## src/rtl/io_input_port.sv

```systemverilog
// Memory-mapped input peripheral: synchronised/debounced switches and keys,
// sticky key-press flags, a free-running cycle counter and an ID register.
module io_input_port #(
    parameter logic [31:0] IO_BASE   = 32'h0000_D000,
    parameter logic [31:0] IO_MASK   = 32'hFFFF_F000,
    parameter int unsigned DB_CYCLES = 270000,
    parameter int unsigned DB_W      = 19,
    parameter logic [31:0] ID_VALUE  = 32'h1000_0001
) (
    input  logic        clk,
    input  logic        rst,
    input  logic [17:0] SW,
    input  logic [3:0]  KEY,
    input  logic [31:0] io_addr,
    input  logic [31:0] io_wdata,
    input  logic [3:0]  io_bwe,
    output logic        io_sel,
    output logic [31:0] io_rdata,
    output logic        io_rvalid
);

    localparam int unsigned SW_W  = 18;
    localparam int unsigned KEY_W = 4;
    localparam int unsigned IN_W  = SW_W + KEY_W;
    localparam logic [DB_W-1:0] DB_LAST = DB_W'(DB_CYCLES - 1);

    logic [IN_W-1:0]  sync1;
    logic [IN_W-1:0]  sync2;
    logic [IN_W-1:0]  sync_val;
    logic [IN_W-1:0]  db_val;
    logic [DB_W-1:0]  db_cnt [IN_W];
    logic [SW_W-1:0]  sw_db;
    logic [KEY_W-1:0] key_db;
    logic [KEY_W-1:0] key_prev;
    logic [KEY_W-1:0] edge_flags;
    logic [KEY_W-1:0] edge_clr;
    logic [31:0]      cycles;
    logic [31:0]      cycles_wr;
    logic             in_map;
    logic             wr_en;
    logic [31:0]      rd_data;
    logic             unused_addr;

    assign io_sel      = (io_addr & IO_MASK) == IO_BASE;
    assign in_map      = io_addr[11:5] == 7'd0;
    assign wr_en       = io_sel && in_map && (|io_bwe);
    assign unused_addr = ^io_addr[1:0];

    // Keys are active-low on the board; invert once synchronised so 1 = pressed.
    assign sync_val = {sync2[IN_W-1:KEY_W], ~sync2[KEY_W-1:0]};
    assign sw_db    = db_val[IN_W-1:KEY_W];
    assign key_db   = db_val[KEY_W-1:0];

    always_ff @(posedge clk) begin
        if (rst) begin
            sync1 <= '0;
            sync2 <= '0;
        end else begin
            sync1 <= {SW, KEY};
            sync2 <= sync1;
        end
    end

    // Per-bit debounce: a bit only follows its input after DB_CYCLES stable cycles.
    always_ff @(posedge clk) begin
        if (rst) begin
            db_val <= '0;
            for (int i = 0; i < int'(IN_W); i++) db_cnt[i] <= '0;
        end else begin
            for (int i = 0; i < int'(IN_W); i++) begin
                if (sync_val[i] == db_val[i]) begin
                    db_cnt[i] <= '0;
                end else if (db_cnt[i] == DB_LAST) begin
                    db_val[i] <= sync_val[i];
                    db_cnt[i] <= '0;
                end else begin
                    db_cnt[i] <= db_cnt[i] + DB_W'(1);
                end
            end
        end
    end

    always_comb begin
        edge_clr = '0;
        if (wr_en && io_addr[4:2] == 3'd2 && io_bwe[0]) edge_clr = io_wdata[KEY_W-1:0];
    end

    // Applying the rise after the clear makes a simultaneous set win.
    always_ff @(posedge clk) begin
        if (rst) begin
            key_prev   <= '0;
            edge_flags <= '0;
        end else begin
            key_prev   <= key_db;
            edge_flags <= (edge_flags & ~edge_clr) | (key_db & ~key_prev);
        end
    end

    always_comb begin
        cycles_wr = cycles;
        for (int b = 0; b < 4; b++) begin
            if (io_bwe[b]) cycles_wr[8*b +: 8] = io_wdata[8*b +: 8];
        end
    end

    always_ff @(posedge clk) begin
        if (rst) begin
            cycles <= '0;
        end else if (wr_en && io_addr[4:2] == 3'd3) begin
            cycles <= cycles_wr;
        end else begin
            cycles <= cycles + 32'd1;
        end
    end

    always_comb begin
        rd_data = '0;
        case (io_addr[4:2])
            3'd0:    rd_data = {14'd0, sw_db};
            3'd1:    rd_data = {28'd0, key_db};
            3'd2:    rd_data = {28'd0, edge_flags};
            3'd3:    rd_data = cycles;
            3'd4:    rd_data = ID_VALUE;
            default: rd_data = '0;
        endcase
    end

    // Read data is sampled before this cycle's write lands, matching SRAM latency.
    always_ff @(posedge clk) begin
        if (rst) begin
            io_rdata  <= '0;
            io_rvalid <= 1'b0;
        end else begin
            io_rdata  <= (io_sel && in_map) ? rd_data : 32'd0;
            io_rvalid <= io_sel;
        end
    end

endmodule

```

## config.mk

```make
export PLATFORM = sky130hd
export DESIGN_NAME = io_input_port
export DESIGN_NICKNAME = d
export VERILOG_FILES = /design/src/rtl/io_input_port.sv
export SDC_FILE = /design/constraint.sdc
export NUM_CORES = 1
export LEC_CHECK = 0
export CAP_MARGIN = 15
export CORE_MARGIN = 4
export CORE_UTILIZATION = 55
export CTS_CLUSTER_DIAMETER = 100
export DETAILED_ROUTE_END_ITERATION = 10
export PLACE_DENSITY = 0.74
export SLEW_MARGIN = 10
export SYNTH_ARGS = -nofsm -noshare
export SYNTH_HDL_FRONTEND = slang
export SYNTH_SLANG_ARGS = --single-unit
```

## constraint.sdc

```tcl
create_clock -name clk -period 6.7 [get_ports clk]
set_input_delay 1.675 -clock clk [delete_from_list [all_inputs] [get_ports clk]]
set_output_delay 1.675 -clock clk [all_outputs]
set_load 0.02 [all_outputs]
```

Word level (Yosys, flattened, before mapping)

Memory sizes are Yosys's and may differ from the RTL's.
Index checks and enable logic that the tools add are counted.

Bitwise operators: 95
Muxes and demuxes: 317
Equal/unequal tests: 53
Reductions and logical operators: 31
$add $sub $neg: 23

Operator list:

| cell                                                                   | count |
|---|---|
| 19-bit two-way mux                                                     | 66 |
| 19-bit by 1-bit adder with 19-bit output, second input constant        | 22 |
| 19-bit equality test, second input constant                            | 22 |
| 1-bit two-way mux                                                      | 244 |
| 32-bit case mux with 5 select lines                                    | 1 |
| 1-bit OR                                                               | 66 |
| 2-bit AND reduction                                                    | 22 |
| 32-bit by 1-bit adder with 32-bit output, second input constant        | 1 |
| 32-bit two-way mux                                                     | 1 |
| 8-bit two-way mux                                                      | 4 |
| 1-bit NOT                                                              | 23 |
| 1-bit equality test                                                    | 22 |
| 20-bit by 4-bit equality test with 1-bit output, second input constant | 1 |
| 4-bit NOT                                                              | 3 |
| 4-bit AND                                                              | 2 |
| 2-bit inequality test, second input constant                           | 4 |
| 7-bit logical NOT                                                      | 1 |
| 3-bit by 2-bit equality test with 1-bit output, second input constant  | 2 |
| 1-bit logical AND                                                      | 5 |
| 4-bit two-way mux                                                      | 1 |
| 4-bit OR                                                               | 1 |
| 4-bit OR reduction                                                     | 1 |
| 3-bit by 1-bit equality test with 1-bit output, second input constant  | 1 |
| 3-bit equality test, second input constant                             | 1 |
| 2 further kinds                                                        | 2 |

RAM bits: 418
Output and inout bits: 34
Word-level logic and storage cells: 552
Register bits: 139
Memories kept: 1
Bits of input ports: 92

Memories:

| memory | words | bits a word | read ports | clocked after Yosys merged registers in | write ports | line | source |
|---|---|---|---|---|---|---|---|
| db_cnt | 22    | 19          | 22         | 0                                       | 22          | 31   | `logic [DB_W-1:0] db_cnt [IN_W];` |

Logic depth before layout (Yosys ltp)

Gate-level depths: netlist (run 1).

Depth after elaboration: 9
Depth in mapped cells: 9
Mapped depth without buffers: 6

Least setup slack after synthesis (run 1)

Ideal clock, no wire load.

Kind: input port to output port
From: input port io_addr[17]
To: output port io_sel
Setup slack: 2.220 ns
Path buffers: 0
Data required time: 5.025 ns
Data arrival time: 2.805 ns
Stages on the path: 3
Cells stage by stage: nor4b_1 > nand4_1 > nor2_1

Longest elaborated chain between the ends: 1

RTL lines:

| item                                            | line | source |
|---|---|---|
| start, declared                                 | 14   | `input logic [31:0] io_addr,` |
| 20-bit by 4-bit equality test with 1-bit output | 44   | `assign io_sel = (io_addr & IO_MASK) == IO_BASE;` |
| end, declared                                   | 17   | `output logic io_sel,` |

No other way between the ends.

Worst setup path in the final report (run 1)

From: input port io_addr[14]
To: output port io_sel

Same word-level chain as after synthesis.

==> summary.txt, run 1 <==
Global routing
  • Initial antenna violation count: 7
  • Vias in the first global route: 20,040
  • Gr usage total: 21.40%
  • Largest net degree at the start of global routing: 63
  • First-pass GRT wire length: 96,350 µm
  • Total congestion overflow: 0

Pwr
  • Leak pwr: 11.64 nW
  • Power Density: 232.4 nW/µm²
  • Net Sw Frac: 21.59%
  • Sw Pwr: 1.674 mW
  • Peak VDD IR: 0.1976 mV
  • Logic gate share of total power: 4.6%
  • Sequential power share: 51.4%
  • Clock network fraction of total power: 44.0%
  • Int Power: 6.080 mW

STA
  • WHS: 0.4284 ns
  • Final slew viol count: 0
  • Slew @ Worst Pin: 1.085 ns
  • Unrepaired setup endpoints after global routing: false
  • FMAX: 0.1618 GHz
  • Final Cycle Share: 92.26%
  • Rel. slew slack: 27.02%
  • Final hold violation count: 0
  • TNS Setup: 0 ns
  • Max Clock Skew: 0.01787 ns
  • Final setup fails: 0
  • Period minus WS final: 6.182 ns

Logic synthesis
  • Ranking of synthesized cells by area: edfxtp_1 45%, dfxtp_1 10%, nor2_1 7.8%
  • Post-Syn Area per Cell: 10.22 µm²
  • Yosys reg bits: 557
  • Async S/R FF share, synth: 0%
  • Post-synth EDFFs: 418
  • Post-synth cell types: 59
  • Syn. warnings: 0
  • Top FF cell, synth: edfxtp_1
  • Syn Std Cell Area: 27,940 µm²
  • Synth top area share: 44.93%
  • Seq/Total Area, Yosys: 54.89%
  • Post-Syn Instances: 2,733
  • Yosys top cell by area: edfxtp_1

Worst setup path
  • Delay-heaviest family, CP: simple AND/OR/NAND/NOR gates
  • Setup CP Type: primary input to output pin
  • Peak fanout along the critical path: 7
  • Startpoint types: primary input
  • Critical-path top delay cell: nor4bb_1
  • CP cell instances: clkdlybuf4s50_1 > nor4bb_1 > nand4_1 > nor2_1 > clkdlybuf4s50_1
  • Crit path DAT: 4.51 ns
  • Type of destination of the critical path: output pin
  • Bufs and invs on worst path: 2
  • CP most frequent cell: clkdlybuf4s50_1
  • Critical path required time: 5.03 ns
  • Slowest cell delay on critical path: 0.75 ns

Min path
  • Worst min path class: flop to flop

Placed design
  • DP Area: 31,300 µm²
  • Dpl cells: 3,861
  • Port bufs: 123
  • Post-DP HPWL: 42,240 µm
  • Gpl congestion: 0.8683

Clock network
  • # resized after CTS: 0
  • CTS Buf Count: 59
  • TritonCTS Sinks: 557
  • Post-CTS Hold Buffers: 0
  • Clk pin slew, worst setup/hold paths: 0.06 ns
  • Postcts setup bufs: 0
  • H-tree depth: 2
  • Clk buf depth: 3
  • Clock root cell: clkbuf_16
  • CTS tree: yes
  • Clock Latency Late Sink: 0.61 ns

Floorplanning
  • Core Region: 50,170 µm²
  • Chip height: 233.4 µm
  • Boundary Pins: 126
  • Area of the die: 54,460 µm²
  • Cell Rows: 82
  • Die Wd: 233.4 µm
  • Starting Density: 55.68%

Detailed routing
  • Routed wire length: 59,100 µm
  • Post-DRT Antenna Nets: 0
  • Vias: 20,940
  • DRT Pass-1 Iters: 5
  • DR iter-0 viols: 1,504
  • # DRC: 0
  • Per-cell routed wire length: 14.86 µm
  • Vias per cell: 5.268

Layout
  • Final Instance Area: 33,360 µm²
  • Most frequent cells in the layout: 577 x nor2_1, 418 x edfxtp_1, 418 x conb_1, 221 x xnor2_1, 178 x xor2_1
  • Final cell count without fillers: 3,976
  • Commonest non-fill, non-tap cell in the layout: nor2_1
  • Share of cells above drive strength 1: 3.575%
  • Layout Nets: 3,366
  • Area grow syn2layout: 19.42%

Status
  • Status: complete, no violations

Run
  • Max Cap Violations: 0
==> routing by layer <==
metal / routed length (µm) / GRT usage [%]
met5: 41 / 0
met3: 4026 / 4.549
met2: 27590 / 34.84
met4: 1641 / 7.222
met1: 25800 / 28.70
==> Yosys cell counts, types with 3 or more instances <==
cell / count
inv_1: 81
o31ai_1: 4
nand2b_1: 4
o211ai_1: 11
edfxtp_1: 418
a211oi_1: 5
nor3b_1: 7
xnor2_1: 221
buf_2: 9
mux2i_1: 23
nand3_1: 173
nor2b_1: 54
and4_1: 43
nor3_1: 70
or2_2: 3
clkbuf_1: 70
or4_1: 14
nand2_1: 154
a21oi_1: 20
nand4_1: 115
xor2_1: 178
nor4_1: 57
and3_1: 68
and2_1: 17
a22o_1: 3
o21ai_0: 16
dfxtp_1: 139
a22oi_1: 20
or3_1: 39
ha_1: 23
nor4b_1: 17
nand4b_1: 8
a31oi_1: 25
nor2_1: 577
a221oi_1: 3
buf_1: 15
==> metrics by stage <==
step	setup WS, ns	util, %	total power, mW
3_3_place_gp	0.6919	62.38	4.384
5_1_grt	0.3805	66.48	8.034
4_1_cts	0.6300	66.44	7.826
6_report	0.5184	66.49	7.754
3_5_place_dp	0.6537	62.38	4.403
2_1_floorplan	2.220	-	4.265
==> logic make-up after synthesis <==
kind of cell	count (synthesis)	share of synthesized area, %
and+or+nand+nor	1437	25.48
DFF	557	54.89
xor gates and xnor gates	399	12.51
buffers and inverters	175	2.392
AOI/OAI and AO/OA	117	2.773
muxes	24	0.9047
adders and majority gates	23	1.030
other	1	0.01342
==> cell type report <==
class / count / area [µm²]
antenna: 3 / 7.507
clock buffer: 82 / 1697
fill: 4014 / 16810
tap: 672 / 840.8
sequential: 557 / 15330
inverter: 81 / 304.0
clock inverter: 29 / 340.3
multi-input combinational: 2418 / 13530
timing repair buffer: 134 / 1309
==> power by group through the flow <==
stage	logic, mW	registers [mW]	clock network (mW)
final	0.359	3.99	3.41
after global routing	0.405	4.01	3.62
after global placement	0.338	4.05	0
after floorplan	0.249	4.02	0
after detailed placement	0.346	4.06	0
after CTS	0.350	3.98	3.49
==> worst paths after layout <==
| path | cells past startpoint | slack [ns] | startpoint | end |
|---|---|---|---|---|
| setup / recovery | 5 | 0.52 | io_addr[14] | io_sel |
| hold / removal | 1 | 0.43 | sync1[3] | sync2[3] |
| setup reg to reg | 5 | 4.04 | cycles[10] | cycles[30] |
| hold reg to reg | 1 | 0.43 | sync1[3] | sync2[3] |
==> registers in the layout (all words and copies together), names as in the netlist <==
register and cells:
db_cnt 418, cycles 32, io_rdata 32, db_val 22
sync1 22, sync2 22, edge_flags 4, key_prev 4
io_rvalid 1
(Power assumes the default switching activity.)
==> inputs of run 2 (changes only) <==
- CAP_MARGIN: 15 -> default
==> summary.txt, run 2 (synthesis results as in run 1) <==
STA
  • TNS Setup: 0 ns
  • Slew @ Worst Pin: 1.253 ns
  • Max Clock Skew: 0.01750 ns
  • Unrepaired setup endpoints after global routing: false
  • Final hold violation count: 0
  • Final slew viol count: 0
  • Period minus WS final: 6.197 ns
  • FMAX: 0.1614 GHz
  • Final setup fails: 0
  • Final Cycle Share: 92.50%
  • Rel. slew slack: 15.73%
  • WHS: 0.4282 ns

Layout
  • Register Area: 15,330 µm²
  • Max FFs per register: 418
  • Fillers: 4,015
  • Most frequent cells in the layout: 577 x nor2_1, 418 x edfxtp_1, 418 x conb_1, 221 x xnor2_1, 178 x xor2_1
  • Multi-input logic area: 13,530 µm²
  • Biggest regs: db_cnt x418, cycles x32, io_rdata x32
  • Area grow syn2layout: 19.40%
  • Layout Nets: 3,365
  • Most flops, register: db_cnt
  • Share of cells above drive strength 1: 3.545%
  • Commonest non-fill, non-tap cell in the layout: nor2_1
  • Final core utilization: 66.48%

Clock network
  • H-tree depth: 2
  • TritonCTS Sinks: 557
  • Clk buf depth: 3
  • Clock root cell: clkbuf_16
  • CTS Buf Count: 59
  • Clk pin slew, worst setup/hold paths: 0.06 ns
  • CTS tree: yes
  • Clock Latency Late Sink: 0.61 ns
  • Post-CTS Hold Buffers: 0
  • # resized after CTS: 0
  • Postcts setup bufs: 0

Min path
  • Worst min path class: flop to flop

Global routing
  • Gr usage total: 21.40%
  • First-pass GRT wire length: 96,350 µm
  • GRT met1 Usage: 28.70%
  • Grt met3 use: 4.549%
  • Largest net degree at the start of global routing: 63
  • Total congestion overflow: 0
  • Met2 Use GR: 34.84%
  • Initial antenna violation count: 7
  • Gr busiest metal: met2
  • Vias in the first global route: 20,040

Pwr
  • Int Power: 6.080 mW
  • Power Density: 232.5 nW/µm²
  • Logic gate share of total power: 4.6%
  • Net Sw Frac: 21.61%
  • Overall power: 7.756 mW
  • Clock network fraction of total power: 44.0%
  • Leak pwr: 11.63 nW
  • Sequential power share: 51.4%
  • Peak VDD IR: 0.1974 mV
  • Sw Pwr: 1.676 mW

Detailed routing
  • DRT Pass-1 Iters: 6
  • Post-DRT Antenna Nets: 0
  • Per-cell routed wire length: 14.87 µm
  • # DRC: 0
  • Vias: 20,960
  • Vias per cell: 5.273
  • DR iter-0 viols: 1,508
  • Routed wire length: 59,090 µm

Placed design
  • Port bufs: 123
  • Gpl congestion: 0.8683
  • Post-DP HPWL: 42,240 µm

Floorplanning
  • Die Wd: 233.4 µm
  • Area of the die: 54,460 µm²
  • Boundary Pins: 126
  • Cell Rows: 82
  • Core Region: 50,170 µm²
  • Starting Density: 55.68%
  • Chip height: 233.4 µm

Worst setup path
  • Setup CP Type: primary input to output pin
  • Critical path required time: 5.03 ns
  • Type of destination of the critical path: output pin
  • Peak fanout along the critical path: 7
  • Crit path DAT: 4.52 ns
  • Startpoint types: primary input

Status
  • Status: complete, no violations

Run
  • Max Cap Violations: 0
==> run 2: cell types whose count changed in the layout (fill, tap and decap cells not counted), sizes merged <==
cell / previous run / this run
buf: 12 / 11
==> run 2: worst paths after layout <==
check | from | to | slack, ns | cells past startpoint
max | io_addr[14] | io_sel | 0.50 | 5
max reg2reg | cycles[9] | cycles[30] | 4.04 | 5
min | sync1[3] | sync2[3] | 0.43 | 1
min reg2reg | sync1[3] | sync2[3] | 0.43 | 1
==> run 2: layout make-up <==
type / count / area share (%)
Sequential cell: 557 / 45.97
Multi-Input combinational cell: 2418 / 40.55
Clock buffer: 82 / 5.087
Timing Repair Buffer: 133 / 3.909
Tap cell: 672 / 2.521
Clock inverter: 29 / 1.020
Inverter: 81 / 0.9115
Antenna cell: 3 / 0.02251
==> run 2: routing by layer <==
layer,vias up,share of wire (%)
li1,10330,-
met1,9938,43
met2,562,47
met3,122,7.0
met4,6,2.8
met5,-,0.069
==> run 2: critical path: stages <==
cell	delay, ns
clkdlybuf4s50_1	0.44
nor4bb_1	0.76
nand4_1	0.66
nor2_1	0.33
clkdlybuf4s50_1	0.65
==> run 2: stage by stage <==
stage	setup slack, ns	cells	area [µm²]
5_1_grt	0.3805	3972	33350
3_5_place_dp	0.6537	3861	31300
2_1_floorplan	2.220	3150	29500
6_report	0.5027	3975	33350
3_3_place_gp	0.6919	3861	31300
4_1_cts	0.6300	3972	33330
==> run 2: power by group through the flow <==
stage	sequential [mW]	clock (mW)	combinational (mW)
final	3.99	3.41	0.358
after global routing	4.01	3.62	0.405
after CTS	3.98	3.49	0.350
after detailed placement	4.06	0	0.346
after global placement	4.05	0	0.338
after floorplan	4.02	0	0.249
==> inputs of run 3 (changes only) <==
- CTS_CLUSTER_SIZE: default -> 40
==> summary.txt, run 3 (synthesis results as in run 1) <==
Worst setup path
  • Slowest cell delay on critical path: 0.77 ns
  • CP most frequent cell: clkdlybuf4s50_1
  • Setup CP Type: primary input to output pin
  • Critical-path top delay cell: nor4bb_1
  • Delay-heaviest family, CP: simple AND/OR/NAND/NOR gates
  • Startpoint types: primary input
  • CP cell instances: clkdlybuf4s50_1 > nor4bb_1 > nand4_1 > nor2_1 > clkdlybuf4s50_1
  • Worst R2R Setup Slack: 4.07 ns
  • Peak fanout along the critical path: 7
  • Type of destination of the critical path: output pin
  • Bufs and invs on worst path: 2
  • Crit path DAT: 4.54 ns
  • Critical path required time: 5.03 ns

Floorplanning
  • Die Wd: 233.4 µm
  • Core Region: 50,170 µm²
  • Cell Rows: 82
  • Area of the die: 54,460 µm²
  • Chip height: 233.4 µm
  • Starting Density: 55.68%
  • Boundary Pins: 126

Detailed routing
  • DRT Pass-1 Iters: 6
  • Post-DRT Antenna Nets: 0
  • Vias: 20,570
  • Routed wire length: 57,340 µm
  • Vias per cell: 5.278
  • Per-cell routed wire length: 14.71 µm
  • DR iter-0 viols: 1,446
  • # DRC: 0

Layout
  • Fillers: 4,154
  • Area grow syn2layout: 14.32%
  • Most frequent cells in the layout: 577 x nor2_1, 418 x edfxtp_1, 418 x conb_1, 221 x xnor2_1, 178 x xor2_1
  • Commonest non-fill, non-tap cell in the layout: nor2_1
  • Most flops, register: db_cnt
  • Biggest regs: db_cnt x418, cycles x32, io_rdata x32
  • Layout Nets: 3,325
  • Max FFs per register: 418
  • Final core utilization: 63.65%
  • Share of cells above drive strength 1: 1.707%

Clock network
  • Clock root cell: clkbuf_16
  • TritonCTS Sinks: 557
  • CTS tree: yes
  • Postcts setup bufs: 0
  • Post-CTS Hold Buffers: 0
  • Clock Latency Late Sink: 0.58 ns
  • Clk pin slew, worst setup/hold paths: 0.14 ns
  • Clk buf depth: 3
  • H-tree depth: 1
  • # resized after CTS: 0
  • CTS Buf Count: 19

Pwr
  • Leak pwr: 10.93 nW
  • Overall power: 5.981 mW
  • Peak VDD IR: 0.1884 mV
  • Power Density: 187.3 nW/µm²

STA
  • Final slew viol count: 0
  • TNS Setup: 0 ns
  • Rel. slew slack: 13.25%
  • Period minus WS final: 6.214 ns
  • Final setup margin: 0.4857 ns
  • Unrepaired setup endpoints after global routing: false
  • FMAX: 0.1609 GHz
  • Final Cycle Share: 92.75%
  • Final setup fails: 0
  • Final hold violation count: 0
  • Max Clock Skew: 0.02526 ns
  • Slew @ Worst Pin: 1.289 ns

Placed design
  • Gpl congestion: 0.8683
  • Port bufs: 123
  • Worst slack at placement: 0.6537 ns
  • Post-DP HPWL: 42,240 µm

Run
  • Max Cap Violations: 0

Global routing
  • Total congestion overflow: 0
  • Largest net degree at the start of global routing: 63
  • Initial antenna violation count: 7
  • First-pass GRT wire length: 93,500 µm
  • Gr usage total: 20.53%
  • Vias in the first global route: 19,480

Min path
  • Worst min path class: flop to flop

Status
  • Status: complete, no violations
[run 3: final timing paths]
kind | to | from | cells past startpoint
hold / removal | sync2[3] | sync1[3] | 1
setup / recovery | io_sel | io_addr[14] | 5
hold reg to reg | sync2[3] | sync1[3] | 1
setup reg to reg | cycles[30] | cycles[10] | 5
[run 3: report_power, final]
part	switching [mW]	leakage (nW)	internal [mW]
clock network	1.06	0.302	0.588
logic	0.196	5.19	0.161
registers	0.137	5.44	3.84
[run 3: worst reg2reg max path: stages (launching register included)]
cell	delay [ns]
dfxtp_1	0.61
nand4_4	0.19
nor4_1	0.93
nand2_1	0.24
or4_1	0.45
a31oi_1	0.16
[run 3: per-layer routing]
metal | routed length (µm) | share of wire (%) | up-vias | GRT usage [%]
met5 | 53 | 0.092 | - | 0
met4 | 1416 | 2.5 | 8 | 4.846
met3 | 3775 | 6.6 | 84 | 3.963
met2 | 26960 | 47 | 484 | 34.28
met1 | 25140 | 44 | 9795 | 27.94
li1 | - | - | 10200 | -
[run 3: area by class of cell]
type	count	area [µm²]	area share [%]
multi-input cells	2418	13530	42.36
inverters	81	304.0	0.9520
diodes	4	10.01	0.03134
flip-flops and latches	557	15330	48.02
clock inverters	9	100.1	0.3134
clock buffers	24	515.5	1.614
well taps	672	840.8	2.633
repair buffers	133	1304	4.082
[run 3: metrics by stage]
step | hold WS [ns] | instances | instance area, µm²
finish | 0.4320 | 3898 | 31940
global route | 0.4415 | 3894 | 31930
CTS | 0.4339 | 3894 | 31910
detailed placement | 0.4231 | 3861 | 31300
global placement | 0.4222 | 3861 | 31300
floorplan | 0.4138 | 3150 | 29500
